--- config.mk ---
export PLATFORM = sky130hd
export DESIGN_NAME = mult_div_unit_flat
export DESIGN_NICKNAME = d
export VERILOG_FILES = /design/src/rtl/mult_div_unit_pkg.sv /design/src/rtl/mult_div_unit_if.sv /design/src/rtl/mult_div_unit.sv /design/src/flat_wrapper.sv
export SDC_FILE = /design/constraint.sdc
export NUM_CORES = 1
export LEC_CHECK = 0
export BUFFER_PORTS_ARGS = -buffer_cell sky130_fd_sc_hd__buf_2
export CAP_MARGIN = 10
export CORE_MARGIN = 2
export CORE_UTILIZATION = 60
export CTS_CLUSTER_DIAMETER = 80
export DETAILED_ROUTE_END_ITERATION = 6
export GPL_TIMING_DRIVEN = 0
export PLACE_DENSITY_LB_ADDON = 0.15
export REMOVE_ABC_BUFFERS = 1
export SLEW_MARGIN = 25
export SYNTH_ARGS = -nofsm -noshare
export SYNTH_HDL_FRONTEND = slang
export SYNTH_SLANG_ARGS = --single-unit
--- constraint.sdc ---
create_clock -name clk -period 7.1 [get_ports clk]
set_clock_uncertainty 0.05 [all_clocks]
set_input_delay 1.065 -clock clk [delete_from_list [all_inputs] [get_ports clk]]
set_output_delay 1.065 -clock clk [all_outputs]
set_load 0.03 [all_outputs]
--- src/rtl/mult_div_unit_pkg.sv ---
// +------------------------------------------------------------------+
// | mult_div_unit_pkg : shared ALU opsel codes and MDU state type     |
// | Revision: 1.0                                                     |
// +------------------------------------------------------------------+
`default_nettype none

package mult_div_unit_pkg;

  localparam int OPSEL_W = 5;

  localparam logic [OPSEL_W-1:0] C_ADD    = 5'h00;
  localparam logic [OPSEL_W-1:0] C_SUB    = 5'h01;
  localparam logic [OPSEL_W-1:0] C_AND    = 5'h02;
  localparam logic [OPSEL_W-1:0] C_OR     = 5'h03;
  localparam logic [OPSEL_W-1:0] C_XOR    = 5'h04;
  localparam logic [OPSEL_W-1:0] C_NOR    = 5'h05;
  localparam logic [OPSEL_W-1:0] C_SLT    = 5'h06;
  localparam logic [OPSEL_W-1:0] C_SLTU   = 5'h07;
  localparam logic [OPSEL_W-1:0] C_MULT_S = 5'h10;
  localparam logic [OPSEL_W-1:0] C_MULT_U = 5'h11;
  localparam logic [OPSEL_W-1:0] C_DIV_S  = 5'h12;
  localparam logic [OPSEL_W-1:0] C_DIV_U  = 5'h13;

  typedef enum logic [1:0] {
    MDU_IDLE = 2'd0,
    MDU_RUN  = 2'd1,
    MDU_FIN  = 2'd2
  } mdu_state_t;

  function automatic logic is_mdu_op(input logic [OPSEL_W-1:0] op);
    return (op == C_MULT_S) || (op == C_MULT_U) || (op == C_DIV_S) || (op == C_DIV_U);
  endfunction

endpackage

`default_nettype wire

--- src/rtl/mult_div_unit_if.sv ---
// +------------------------------------------------------------------+
// | mult_div_unit_if : start/busy/done handshake and HI/LO access     |
// | Revision: 1.0                                                     |
// +------------------------------------------------------------------+
`default_nettype none

interface mult_div_unit_if
  import mult_div_unit_pkg::*;
#(
  parameter int WIDTH = 32
);
  logic               start;
  logic [OPSEL_W-1:0] opsel;
  logic [WIDTH-1:0]   reg_a;
  logic [WIDTH-1:0]   reg_b;
  logic               wr_hi;
  logic               wr_lo;
  logic [WIDTH-1:0]   wr_data;
  logic               busy;
  logic               done;
  logic [WIDTH-1:0]   hi;
  logic [WIDTH-1:0]   lo;

  modport master (
    output start, opsel, reg_a, reg_b, wr_hi, wr_lo, wr_data,
    input  busy, done, hi, lo
  );

  modport slave (
    input  start, opsel, reg_a, reg_b, wr_hi, wr_lo, wr_data,
    output busy, done, hi, lo
  );
endinterface

`default_nettype wire

--- src/rtl/mult_div_unit.sv ---
// +------------------------------------------------------------------+
// | mult_div_unit : iterative signed/unsigned MULT/DIV with HI/LO     |
// | Revision: 1.0                                                     |
// +------------------------------------------------------------------+
`default_nettype none

module mult_div_unit
  import mult_div_unit_pkg::*;
#(
  parameter int WIDTH = 32
) (
  input  logic             clk,
  input  logic             rst,
  mult_div_unit_if.slave   bus
);

  localparam int CW = $clog2(WIDTH);

  mdu_state_t         state;
  mdu_state_t         state_next;
  logic [CW-1:0]      count;
  logic [WIDTH-1:0]   hi_reg;
  logic [WIDTH-1:0]   lo_reg;
  logic               done_reg;
  logic               is_div;
  logic               neg_q;
  logic               neg_r;
  logic [WIDTH-1:0]   op_a;
  logic [WIDTH-1:0]   op_b;
  logic [2*WIDTH-1:0] acc;

  logic               accept;
  logic               op_signed;
  logic               op_div;
  logic               sign_a;
  logic               sign_b;
  logic [WIDTH-1:0]   mag_a;
  logic [WIDTH-1:0]   mag_b;
  logic [WIDTH:0]     mul_sum;
  logic [WIDTH:0]     rem_sh;
  logic               rem_ge;
  logic [WIDTH-1:0]   rem_diff;
  logic [2*WIDTH-1:0] acc_mul;
  logic [2*WIDTH-1:0] acc_div;
  logic [2*WIDTH-1:0] prod_fix;
  logic [WIDTH-1:0]   quo_fix;
  logic [WIDTH-1:0]   rem_fix;

  assign accept    = (state == MDU_IDLE) && bus.start && is_mdu_op(bus.opsel);
  assign op_signed = (bus.opsel == C_MULT_S) || (bus.opsel == C_DIV_S);
  assign op_div    = (bus.opsel == C_DIV_S) || (bus.opsel == C_DIV_U);
  assign sign_a    = op_signed & bus.reg_a[WIDTH-1];
  assign sign_b    = op_signed & bus.reg_b[WIDTH-1];
  assign mag_a     = sign_a ? (~bus.reg_a + 1'b1) : bus.reg_a;
  assign mag_b     = sign_b ? (~bus.reg_b + 1'b1) : bus.reg_b;

  // Multiply: add multiplicand into the upper half, then shift the whole accumulator right.
  assign mul_sum = {1'b0, acc[2*WIDTH-1:WIDTH]} + {1'b0, (op_b[0] ? op_a : '0)};
  assign acc_mul = {mul_sum, acc[WIDTH-1:1]};

  // Divide: upper half is the partial remainder, lower half collects quotient bits.
  assign rem_sh   = {acc[2*WIDTH-1:WIDTH], op_a[WIDTH-1]};
  assign rem_ge   = (rem_sh >= {1'b0, op_b});
  assign rem_diff = rem_sh[WIDTH-1:0] - op_b;
  assign acc_div  = {(rem_ge ? rem_diff : rem_sh[WIDTH-1:0]), acc[WIDTH-2:0], rem_ge};

  assign prod_fix = neg_q ? (~acc + 1'b1) : acc;
  assign quo_fix  = neg_q ? (~acc[WIDTH-1:0] + 1'b1) : acc[WIDTH-1:0];
  assign rem_fix  = neg_r ? (~acc[2*WIDTH-1:WIDTH] + 1'b1) : acc[2*WIDTH-1:WIDTH];

  always_ff @(posedge clk) begin
    if (rst) begin
      state <= MDU_IDLE;
    end else begin
      state <= state_next;
    end
  end

  always_comb begin
    state_next = state;
    case (state)
      MDU_IDLE: if (accept) state_next = MDU_RUN;
      MDU_RUN:  if (count == CW'(WIDTH - 1)) state_next = MDU_FIN;
      MDU_FIN:  state_next = MDU_IDLE;
      default:  state_next = MDU_IDLE;
    endcase
  end

  always_ff @(posedge clk) begin
    if (rst) begin
      hi_reg   <= '0;
      lo_reg   <= '0;
      done_reg <= 1'b0;
      count    <= '0;
      is_div   <= 1'b0;
      neg_q    <= 1'b0;
      neg_r    <= 1'b0;
      op_a     <= '0;
      op_b     <= '0;
      acc      <= '0;
    end else begin
      done_reg <= 1'b0;
      case (state)
        MDU_IDLE: begin
          if (accept) begin
            op_a   <= mag_a;
            op_b   <= mag_b;
            // Divide-by-zero keeps the all-ones quotient unnegated; remainder then restores reg_a.
            neg_q  <= (sign_a ^ sign_b) & ~(op_div && (bus.reg_b == '0));
            neg_r  <= sign_a;
            is_div <= op_div;
            acc    <= '0;
            count  <= '0;
          end else begin
            if (bus.wr_hi) hi_reg <= bus.wr_data;
            if (bus.wr_lo) lo_reg <= bus.wr_data;
          end
        end
        MDU_RUN: begin
          count <= count + 1'b1;
          if (is_div) begin
            acc  <= acc_div;
            op_a <= {op_a[WIDTH-2:0], 1'b0};
          end else begin
            acc  <= acc_mul;
            op_b <= op_b >> 1;
          end
        end
        MDU_FIN: begin
          if (is_div) begin
            hi_reg <= rem_fix;
            lo_reg <= quo_fix;
          end else begin
            {hi_reg, lo_reg} <= prod_fix;
          end
          done_reg <= 1'b1;
        end
        default: ;
      endcase
    end
  end

  assign bus.busy = (state != MDU_IDLE);
  assign bus.done = done_reg;
  assign bus.hi   = hi_reg;
  assign bus.lo   = lo_reg;

endmodule

`default_nettype wire
--- src/flat_wrapper.sv ---
// flat-port wrapper written by rule: the top's interface ports become plain ports
module mult_div_unit_flat import mult_div_unit_pkg::*;
#(
  parameter int WIDTH = 32
)
  (clk, rst, bus_start, bus_opsel, bus_reg_a, bus_reg_b, bus_wr_hi, bus_wr_lo, bus_wr_data, bus_busy, bus_done, bus_hi, bus_lo);
  mult_div_unit_if #(.WIDTH(WIDTH)) bus_i ();
  input  logic clk;
  input  logic rst;
  input wire logic [$bits(bus_i.start)-1:0] bus_start;
  input wire logic [$bits(bus_i.opsel)-1:0] bus_opsel;
  input wire logic [$bits(bus_i.reg_a)-1:0] bus_reg_a;
  input wire logic [$bits(bus_i.reg_b)-1:0] bus_reg_b;
  input wire logic [$bits(bus_i.wr_hi)-1:0] bus_wr_hi;
  input wire logic [$bits(bus_i.wr_lo)-1:0] bus_wr_lo;
  input wire logic [$bits(bus_i.wr_data)-1:0] bus_wr_data;
  output wire logic [$bits(bus_i.busy)-1:0] bus_busy;
  output wire logic [$bits(bus_i.done)-1:0] bus_done;
  output wire logic [$bits(bus_i.hi)-1:0] bus_hi;
  output wire logic [$bits(bus_i.lo)-1:0] bus_lo;
  assign bus_i.start = bus_start;
  assign bus_i.opsel = bus_opsel;
  assign bus_i.reg_a = bus_reg_a;
  assign bus_i.reg_b = bus_reg_b;
  assign bus_i.wr_hi = bus_wr_hi;
  assign bus_i.wr_lo = bus_wr_lo;
  assign bus_i.wr_data = bus_wr_data;
  assign bus_busy = bus_i.busy;
  assign bus_done = bus_i.done;
  assign bus_hi = bus_i.hi;
  assign bus_lo = bus_i.lo;
  mult_div_unit #(.WIDTH(WIDTH)) u_core (.clk(clk), .rst(rst), .bus(bus_i));
endmodule
# == Word level (Yosys, flattened, before mapping) ==
# Cells that the tools add are included.
# classes
bitwise,10
muxes,30
n_eq_ne,14
n_lt_le_gt_ge,1
n_reduce_logical,20
addsub,8
# op_table
cell,n
$mux 32,16
$pmux 32 s2,4
$mux 64,3
$add 32x1->32 const B,4
$not 32->32,4
$pmux 64 s2,1
$add 64x1->64 const B,1
$not 64->64,1
$add 32x32->33,1
$ge 33x32->1,1
$logic_not 32->1,1
$sub 32x32->32,1
$eq 5x5->1 const B,5
$reduce_and 3->1,4
$pmux 5 s2,1
$ne 2x2->1 const B,4
$ne 2x1->1 const B,3
$reduce_and 2->1,3
$reduce_bool 2->1,3
$add 5x1->5 const B,1
$logic_or 1x1->1,5
$mux 5,1
$mux 2,2
$pmux 2 s2,1
other kinds (8),12
# word_totals
output_inout_bits,66
inputBits,106
reg_bits,203

# == Logic depth before layout (Yosys ltp) ==
# logic_depth
ltp_word,7
mapped_depth,14
depth_no_buf,13

# == Worst setup path after synthesis ==
# Ideal clock, no wire load.
# synth_timing
kind,input -> register
startpoint,input port bus_reg_a[6]
endpoint,register u_core.op_a[29]
path_slack_ns,3.825
required_ns,6.935
setup_ns,0.115
arrival_time_ns,3.111
cell_stages,7
n_path_buf,0
cell_sequence,or4_1 -> nor4_2 -> nand4_1 -> nor4_1 -> a21oi_1 -> xnor2_1 -> a2111oi_0
# synth_via
elab_chain_len,5
# synth_rtl
item,line,source
"start, declared",flat_wrapper.sv:12,input wire logic [$bits(bus_i.reg_a)-1:0] bus_reg_a;
$not 32->32,mult_div_unit.sv:54,assign mag_a = sign_a ? (~bus.reg_a + 1'b1) : bus.reg_a;
$add 32x1->32,mult_div_unit.sv:54,
$mux 32,mult_div_unit.sv:54,
$mux 32,mult_div_unit.sv:105,if (accept) begin
$pmux 32 s2,mult_div_unit.sv:103,case (state)
"end signal, assigned",mult_div_unit.sv:106,op_a <= mag_a;
"end signal, assigned",mult_div_unit.sv:123,"op_a <= {op_a[WIDTH-2:0], 1'b0};"
"end, declared",mult_div_unit.sv:28,logic [WIDTH-1:0] op_a;
# No other way between the ends. The select of a mux whose other input is x is not followed.
# A chain may end at the register's enable or synchronous reset.

# == Worst setup path in the final report ==
# layout_timing
startpoint,register u_core.acc[41]
endpoint,register u_core.acc[32]
# layout_via
elab_chain_len,4
# layout_rtl
item,line,source
"start, declared",mult_div_unit.sv:30,logic [2*WIDTH-1:0] acc;
"start signal, assigned",mult_div_unit.sv:122,acc <= acc_div;
"start signal, assigned",mult_div_unit.sv:125,acc <= acc_mul;
$ge 33x32->1,mult_div_unit.sv:63,"assign rem_ge = (rem_sh >= {1'b0, op_b});"
$mux 32,mult_div_unit.sv:65,"assign acc_div = {(rem_ge ? rem_diff : rem_sh[WIDTH-1:0]), acc[WIDTH-2:0], rem_ge};"
$mux 64,mult_div_unit.sv:121,if (is_div) begin
$pmux 64 s2,mult_div_unit.sv:103,
# No other way between the ends.

==> results_dict.tcl <==
set metrics [dict create \
    grt_max_degree 108 \
    rsz0062_at_grt "no" \
    timing.fmax_mhz 230 \
    synth_area_mm2 0.0155 \
    drt-initial-drc-count 1513 \
    drcViolationCount 0 \
    critPathSlowestCell "dfxtp_1" \
    antennaDiodeCount 0 \
    leakagePower_nw 7.43 \
    clk_transition_reported_paths_ps 60 \
    ctsHoldBuffers 0 \
    grt_pass1_vias 15000 \
    path_cells "ha_1 -> a21oi_1 -> o21ai_0 -> a31o_2 -> a211oi_2 -> a2111oi_4 -> o21ai_4 -> nand2_2 -> o211ai_1 -> a21oi_1" \
    cts_resized 0 \
    finalNonFillerCells 2550 \
    p_sw_mw 0.962 \
    path_max_fanout 25 \
    antenna_left 0 \
    drv_slew 0 \
    post-cts-setup-buffer-count 0 \
    routedWlPerCell_um 18.7 \
    status "complete, no violations" \
    htree_levels 1 \
    drtPass1Iterations 6 \
    crit_end "u_core.acc[32]$_SDFFE_PP0P_" \
    numCtsBuffers 24 \
    hpwlAfterDp_um 34800 \
    fin_crit_sh_pct 61.1 \
    grt.overflow.total 0 \
    synth-adder-area-share_pct 5.98 \
    io_buffers 171 \
    vdd_drop_max_mv 0.261 \
    start_util_pct 61.4 \
    vias 16200 \
    setup_tns_ps 0 \
    synth_ff_type "dfxtp_1" \
    synth-simple-area-share_pct 22.2 \
    final_cell_mix "352 x nor2_1, 244 x a21oi_1, 200 x dfxtp_1, 170 x buf_2, 143 x nand2_1" \
    pwr-share-clk_pct 43.3 \
    r2r_slack_ps 2760 \
    cts_tree "done" \
    antenna_found_initial 2 \
    num_rows 58 \
    syn_area_per_cell_um2 7.24 \
    r2r_end "u_core.acc[32]$_SDFFE_PP0P_" \
    numClockSinks 203 \
    r2r-start "u_core.acc[41]$_SDFFE_PP0P_" \
    dieArea_mm2 0.0272 \
    synthToLayoutAreaGrowth_pct 12.9 \
    maxCapViolCount 0 \
    synth_top_family_by_area "compound AO/OA/AOI/OAI gates" \
    final_area_mm2 0.0175 \
    dpl.cell_count 2506 \
    yosysWarnings 0 \
    postSynthCellCount 2144 \
    synth_compound_area_share_pct 28.9 \
    slowest_delay_ps 720 \
    seqPwrFrac_pct 36.9 \
    cp_common_cell "a21oi_1" \
    grt_first_pass_wirelength_um 74900 \
    largest_register_ffs 64 \
    die_h_um 165 \
    via_per_inst 6.35 \
    clk_latency_ps 540 \
    p_int_mw 2.32 \
    crit_required_ps 7440 \
    synthArstFlopShare_pct 0 \
    gp_congestion 0.931 \
    drive_gt1_share_pct 12.1 \
    path_class "flip-flop to flip-flop" \
    grt_use_total_pct 34.0 \
    synth_xor_area_share_pct 8.81 \
    hold_class "flip-flop to flip-flop" \
    p_comb_share_pct 19.8 \
    power_mw 3.28 \
    setup_viol_count_final 0 \
    wl_um 47700 \
    switching_share_pct 29.4 \
    cts.path.max_buffers 3 \
    synth_edf_count 0 \
    final_common_cell "nor2_1" \
    seq_area_frac_synth_pct 26.2 \
    largest-register "u_core.acc" \
    dpl-instance-area_mm2 0.0166 \
    cts-root-buf "clkbuf_16" \
    synthMuxAreaShare_pct 2.46 \
    core_area_mm2 0.0253 \
    start_kind "flip-flop" \
    worstMarginPinSlew_ps 915 \
    ys_types 78 \
    final_hold_viol_count 0 \
    fp.dieW_um 165 \
    slew_headroom_pct 38.7 \
    reg2regPathDepth 10 \
    num_io_pins 172 \
    worstPathArrival_ps 4680 \
    worstSetupEndpointType "flip-flop" \
    nets 2381 \
    power_density_mw_per_mm2 187 \
    period_minus_slack_ps 4340 \
    synth-seq-cells 203 \
    crit_start "u_core.acc[41]$_SDFFE_PP0P_" \
]
layer usage:
layer	GRT usage [%]	vias to the layer above	share of wire [%]
met2	59.3	653	48
li1	-	7849	-
met1	43.0	7560	41
met4	13.9	0	3.8
met3	3.42	139	7.2
met5	0	-	0
area by class of cell:
class                           instances  area (µm²)
Timing Repair Buffer                  185        1190
Tap cell                              330         413
Inverter                               69         259
Sequential cell                       203        4070
Clock buffer                           36         748
Clock inverter                          8         165
Multi-Input combinational cell       1719       10700
Fill cell                            2211        7730
worst max-delay path: cells and delay by family, from the launching register on:
kind	cells	cell delay, ps
AO/OA/AOI/OAI	8	2570
adder cells (fa/ha/maj)	1	440
flip-flops	1	720
AND/OR/NAND/NOR	1	400
synthesized netlist by cell type, types with 11 or more instances:
library cell / n / area share (%)
mux2i_1: 37 / 2.4
a21o_1: 38 / 1.8
a21oi_1: 245 / 7.9
and2_1: 45 / 1.8
nor2b_1: 11 / 0.44
and3_1: 28 / 1.1
clkbuf_1: 142 / 3.4
a31oi_1: 53 / 2.1
or3_1: 22 / 0.89
nand2_1: 143 / 3.5
or4_1: 12 / 0.58
o211ai_1: 15 / 0.73
o31ai_1: 14 / 0.68
o21a_1: 11 / 0.53
nor2_1: 356 / 8.6
a2111oi_0: 12 / 0.68
dfxtp_1: 203 / 26
nor4_1: 18 / 0.73
nand3_1: 32 / 1.0
a22oi_1: 21 / 1.0
xor2_1: 65 / 3.7
inv_1: 68 / 1.6
nor3_1: 30 / 0.97
a311oi_1: 24 / 1.4
a211oi_1: 81 / 3.9
o21ai_0: 104 / 3.4
o41ai_1: 14 / 0.79
nand4_1: 16 / 0.65
xnor2_1: 91 / 5.1
ha_1: 71 / 5.7
kinds of logic (layout without fill, tap and decap cells):
| logic type | count (synthesis) | after routing |
|---|---|---|
| AND/OR/NAND/NOR | 751 | 751 |
| AO/OA/AOI/OAI | 701 | 701 |
| buffers and inverters | 222 | 298 |
| flip-flops | 203 | 203 |
| XOR/XNOR | 156 | 156 |
| adder cells (fa/ha/maj) | 73 | 73 |
| multiplexers | 38 | 38 |
how the worst min path moves through the flow:
stage	from	endpoint	slack, ps	depth (start not counted)
after global placement	u_core.bus.hi[30]$_SDFFE_PP0P_	u_core.bus.hi[30]$_SDFFE_PP0P_	390	2
after floorplan	u_core.count[4]$_SDFFE_PP0P_	u_core.count[4]$_SDFFE_PP0P_	400	2
after detailed placement	u_core.bus.hi[30]$_SDFFE_PP0P_	u_core.bus.hi[30]$_SDFFE_PP0P_	400	2
final	u_core.bus.hi[30]$_SDFFE_PP0P_	u_core.bus.hi[30]$_SDFFE_PP0P_	410	2
after CTS	u_core.bus.hi[30]$_SDFFE_PP0P_	u_core.bus.hi[30]$_SDFFE_PP0P_	410	2
after global routing	u_core.bus.hi[30]$_SDFFE_PP0P_	u_core.bus.hi[30]$_SDFFE_PP0P_	420	2
through the flow:
stage	setup slack (ps)	utilization, %	hold slack, ps
after floorplan	-732	-	396
after global placement	-4390	64.1	393
after detailed placement	2530	65.7	401
after CTS	2530	69.3	409
after global routing	2720	69.4	424
final	2760	69.4	406
power groups by stage:
stage                     clock network [mW]  logic [mW]  registers (mW)
after floorplan                            0       0.376            1.28
after global placement                     0       0.611            1.23
after detailed placement                   0       0.630            1.23
after CTS                               1.43       0.634            1.21
after global routing                    1.47       0.705            1.21
final                                   1.42       0.650            1.21
Note: power is estimated with default switching activity, not from simulation.
